==> src/rtl/cla_slice_sequencer.sv <==
// cla_slice_sequencer
// Adds two OP_W-bit operands through one shared SLICE_W-bit adder slice,
// one slice per clock, LSB first, with a registered carry between slices.
// Operands arrive on a valid/ready input port; the OP_W+1-bit result
// {carry_out, sum} is held on a valid/ready output port until taken.
//
// state | meaning
// ------+-------------------------------------------------------------
// IDLE  | waiting for an operand pair; in_ready high
// ADD   | adding slice idx of the latched operands, one slice per clock
// DONE  | result valid on out_sum; waiting for out_ready
module cla_slice_sequencer #(
  parameter int SLICE_W    = 16,
  parameter int NUM_SLICES = 4,
  localparam int OP_W      = SLICE_W * NUM_SLICES
) (
  input  logic            clock,
  input  logic            reset,
  input  logic            in_valid,
  output logic            in_ready,
  input  logic [OP_W-1:0] in_a,
  input  logic [OP_W-1:0] in_b,
  input  logic            in_cin,
  output logic            out_valid,
  input  logic            out_ready,
  output logic [OP_W:0]   out_sum,
  output logic            busy
);

  localparam int IDX_W = (NUM_SLICES > 1) ? $clog2(NUM_SLICES) : 1;
  localparam logic [IDX_W-1:0] LAST_IDX = IDX_W'(NUM_SLICES - 1);

  typedef enum logic [1:0] {
    IDLE = 2'd0,
    ADD  = 2'd1,
    DONE = 2'd2
  } state_t;

  state_t             state;
  logic [OP_W-1:0]    a_reg;
  logic [OP_W-1:0]    b_reg;
  logic               carry;
  logic [IDX_W-1:0]   idx;
  logic [OP_W:0]      sum_reg;
  logic [SLICE_W:0]   slice_t;

  // Shared slice adder: current slice of both operands plus the rippled carry.
  always_comb begin
    slice_t = {1'b0, a_reg[idx*SLICE_W +: SLICE_W]}
            + {1'b0, b_reg[idx*SLICE_W +: SLICE_W]}
            + {{SLICE_W{1'b0}}, carry};
  end

  // Sequencer FSM; handshake/busy flags are registered alongside the state
  // so every output comes straight from a flop.
  always_ff @(posedge clock or posedge reset) begin
    if (reset) begin
      state     <= IDLE;
      a_reg     <= '0;
      b_reg     <= '0;
      carry     <= 1'b0;
      idx       <= '0;
      sum_reg   <= '0;
      in_ready  <= 1'b1;
      out_valid <= 1'b0;
      busy      <= 1'b0;
    end else begin
      case (state)
        IDLE: begin
          if (in_valid) begin
            a_reg    <= in_a;
            b_reg    <= in_b;
            carry    <= in_cin;
            idx      <= '0;
            state    <= ADD;
            in_ready <= 1'b0;
            busy     <= 1'b1;
          end
        end
        ADD: begin
          sum_reg[idx*SLICE_W +: SLICE_W] <= slice_t[SLICE_W-1:0];
          carry <= slice_t[SLICE_W];
          if (idx == LAST_IDX) begin
            sum_reg[OP_W] <= slice_t[SLICE_W];
            state         <= DONE;
            out_valid     <= 1'b1;
          end else begin
            idx <= idx + 1'b1;
          end
        end
        DONE: begin
          if (out_ready) begin
            state     <= IDLE;
            out_valid <= 1'b0;
            busy      <= 1'b0;
            in_ready  <= 1'b1;
          end
        end
        default: begin
          state     <= IDLE;
          out_valid <= 1'b0;
          busy      <= 1'b0;
          in_ready  <= 1'b1;
        end
      endcase
    end
  end

  assign out_sum = sum_reg;

endmodule

==> config.mk <==
export PLATFORM = sky130hd
export DESIGN_NAME = cla_slice_sequencer
export DESIGN_NICKNAME = d
export VERILOG_FILES = /design/src/rtl/cla_slice_sequencer.sv
export SDC_FILE = /design/constraint.sdc
export NUM_CORES = 1
export LEC_CHECK = 0
export ABC_AREA = 1
export BUFFER_PORTS_ARGS = -buffer_cell sky130_fd_sc_hd__buf_2
export CAP_MARGIN = 20
export CORE_MARGIN = 10
export CORE_UTILIZATION = 50
export CTS_CLUSTER_SIZE = 8
export DETAILED_ROUTE_END_ITERATION = 16
export GPL_ROUTABILITY_DRIVEN = 1
export PLACE_DENSITY = 0.74
export SLEW_MARGIN = 10
export SYNTH_ARGS = -nofsm -noshare
export SYNTH_HDL_FRONTEND = slang
export SYNTH_SLANG_ARGS = --single-unit
==> constraint.sdc <==
create_clock -name clock -period 10.55 [get_ports clock]
set_clock_uncertainty 0.2 [all_clocks]
set_input_delay 0.5275 -clock clock [delete_from_list [all_inputs] [get_ports clock]]
set_output_delay 0.5275 -clock clock [all_outputs]
set_load 0.005 [all_outputs]
==> impl_metrics.csv <==
group,metric,value,unit
status,outcome,"completed",
die,die_area,25100,um^2
grt,antenna_found_initial,0,
drt,final_antenna_net_count,0,
setup_path,crit_fanout,38,
placement,place_congestion,0.916,
pwr,vdd_ir_drop_max,0.159,mV
grt,track_usage,21.8,%
grt,grt_max_degree,132,
synth,syn_area_per_cell,7.83,um^2
placement,post-place-cells,1604,
synth,synth_cell_types,34,
die,pin_count,201,
flow_run,max_cap_viol_count,0,
synth,yosys_register_bits,201,
layout,fill_cells,1634,
synth,yosysTopAreaCell,"dfrtp_1",
synth,synth_cells,1225,
clock_network,post_cts_resized,0,
layout,multiInputGateArea,4070,um^2
timing,slew_headroom,28.8,%
synth,synth_area,9600,um^2
synth,synth_area_leaders,"dfrtp_1 (52%), nand2_1 (23%), o21ai_0 (4.4%)",
clock_network,clkTransAtPathRegs,0.05,ns
die,dieHeight,159,um
drt,vias,8932,
layout,layout_commonest_cell,"nand2_1",
timing,min_period,4.07,ns
layout,drive_gt1_share,17.6,%
synth,ys_seq_area_share,52.4,%
synth,ys_warn_count,0,
timing,tns,0,ns
layout,final_cell_mix,"nand2_1 (585), buf_2 (200), dfrtp_1 (199)",
layout,largest_reg_flops,65,
drt,drcViolationCount,0,
pwr,power.density,359,nW/um^2
drt,dr.pass1.iters,5,
synth,syn_nets,1382,
layout,regArea,5030,um^2
clock_network,cts-root-buf,"clkbuf_16",
clock_network,clockBufferDepth,3,
layout,nets,1615,
setup_path,required,10.79,ns
timing,setup_viol,0,
setup_path,crit_path_start_kind,"register",
min_path,hold_path.class,"in -> reg",
layout,instances_no_fill,1704,
drt,totalWireLength,28.2,mm
layout,syn_to_final_growth,25.8,%
timing,hold_violations,0,
layout,antenna_cells,0,
setup_path,crit_path_end_kind,"register",
drt,drtIter0Drc,681,
grt,overflow,0,
setup_path,rrSetupSlack,6.48,ns
timing,worst_slack,6.48,ns
grt,first_global_vias,8716,
placement,place_hpwl,19.2,mm
placement,post-place-ws,6.57,ns
clock_network,numCtsBuffers,29,
drt,viasPerCell,5.24,
layout,finish.utilization,64.3,%
grt,grt_pass1_wl,44.1,mm
die,dieWidth,159,um
timing,worstMarginPinSlew,1.06,ns
clock_network,clk_latency,0.53,ns
die,initial_utilization,51.1,%
setup_path,path_class,"reg -> reg",
die,design.core.area,18800,um^2
die,placementRows,50,
synth,yosysTopAreaCellShare,52.2,%
clock_network,numClockSinks,201,
placement,place_area,10700,um^2
drt,wl_per_cell,16.6,um
clock_network,tritoncts,"built",
placement,place.port_buffers,200,
pwr,leakage,6.74,nW
layout,final_cell_area,12100,um^2
setup_path,critical_path_arrival,4.31,ns
timing,fmax,246,MHz
timing,timing.final.crit_share,38.6,%
timing,finalMaxSlewViolations,0,
clock_network,h-tree-depth,1,
timing,rsz0062_at_grt,"false",
## layer usage
metal | vias to the layer above | wire length (um) | share of wire [%] | global-route usage (%)
met5 | - | 0 | 0 | 0
met4 | 0 | 746 | 2.6 | 7.63
met3 | 55 | 2250 | 8.0 | 3.51
met2 | 381 | 13300 | 47 | 35.8
met1 | 4157 | 11900 | 42 | 28.7
li1 | 4339 | - | - | -
## critical path, cell delays in order (launching register included)
cell	delay, ns
dfrtp_1	0.32
buf_4	0.31
clkinv_1	0.92
a32oi_1	0.57
inv_1	0.11
fa_1	0.48
inv_1	0.11
nand4_1	0.10
nand2_1	0.15
xor2_1	0.30
nand3_1	0.16
o21ai_0	0.22
## worst paths after layout
path                            startpoint     endpoint  cells after the start
worst max-delay path                idx[1]  out_sum[54]                     11
worst min-delay path              in_b[39]    b_reg[39]                      3
worst max register to register      idx[1]  out_sum[54]                     11
worst min register to register    in_ready     in_ready                      2
max in group asynchronous            reset    b_reg[41]                      5
min in group asynchronous            reset  out_sum[51]                      3
## layout make-up
class,instances,area share [%]
sequential,201,41.7
inverter,63,2.04
multi-input combinational,901,33.7
clock buffer,41,6.38
timing repair buffer,262,13.6
tap,234,2.43
clock inverter,2,0.145
## repair_timing
item,in CTS,in global routing
hold buffers,55,0
setup buffers,0,0
hold endpoints to repair,75,0
## cells by family (layout without fill, tap and decap cells)
kind of cell	after synthesis	in the layout	share of synthesized area (%)
AO/OA/AOI/OAI	140	140	8.11
XOR/XNOR	7	7	0.639
adder cells (fa/ha/maj)	24	24	3.29
buffers and inverters	123	368	5.24
flip-flops	201	201	52.4
AND/OR/NAND/NOR	730	730	30.3
## synth_stat cells, drive strengths merged
master,instances
or2,2
nand3b,2
a22o,8
o22ai,30
ha,22
a21oi,12
nand2,589
xor2,4
o21ai,87
and2,1
nor2,84
clkbuf,24
clkinv,1
dfrtp,200
nand4,18
dfstp,1
buf,36
fa,2
nand3,28
a32oi,2
nor3,6
xnor2,3
inv,62
o21bai,1
## power by group
group          internal [mW]  switching [mW]
clock                  0.496           0.316
sequential              1.11           0.202
combinational          0.732            1.48
## per-stage QoR
stage                     hold WS, ns  total power [mW]
final                         0.00718              4.34
after CTS                    0.000120              4.32
after floorplan                 0.244              2.81
after global placement          0.252              3.40
after global routing          0.00936              4.69
after detailed placement        0.258              3.47
No activity file was read; power rests on OpenSTA's default activity.
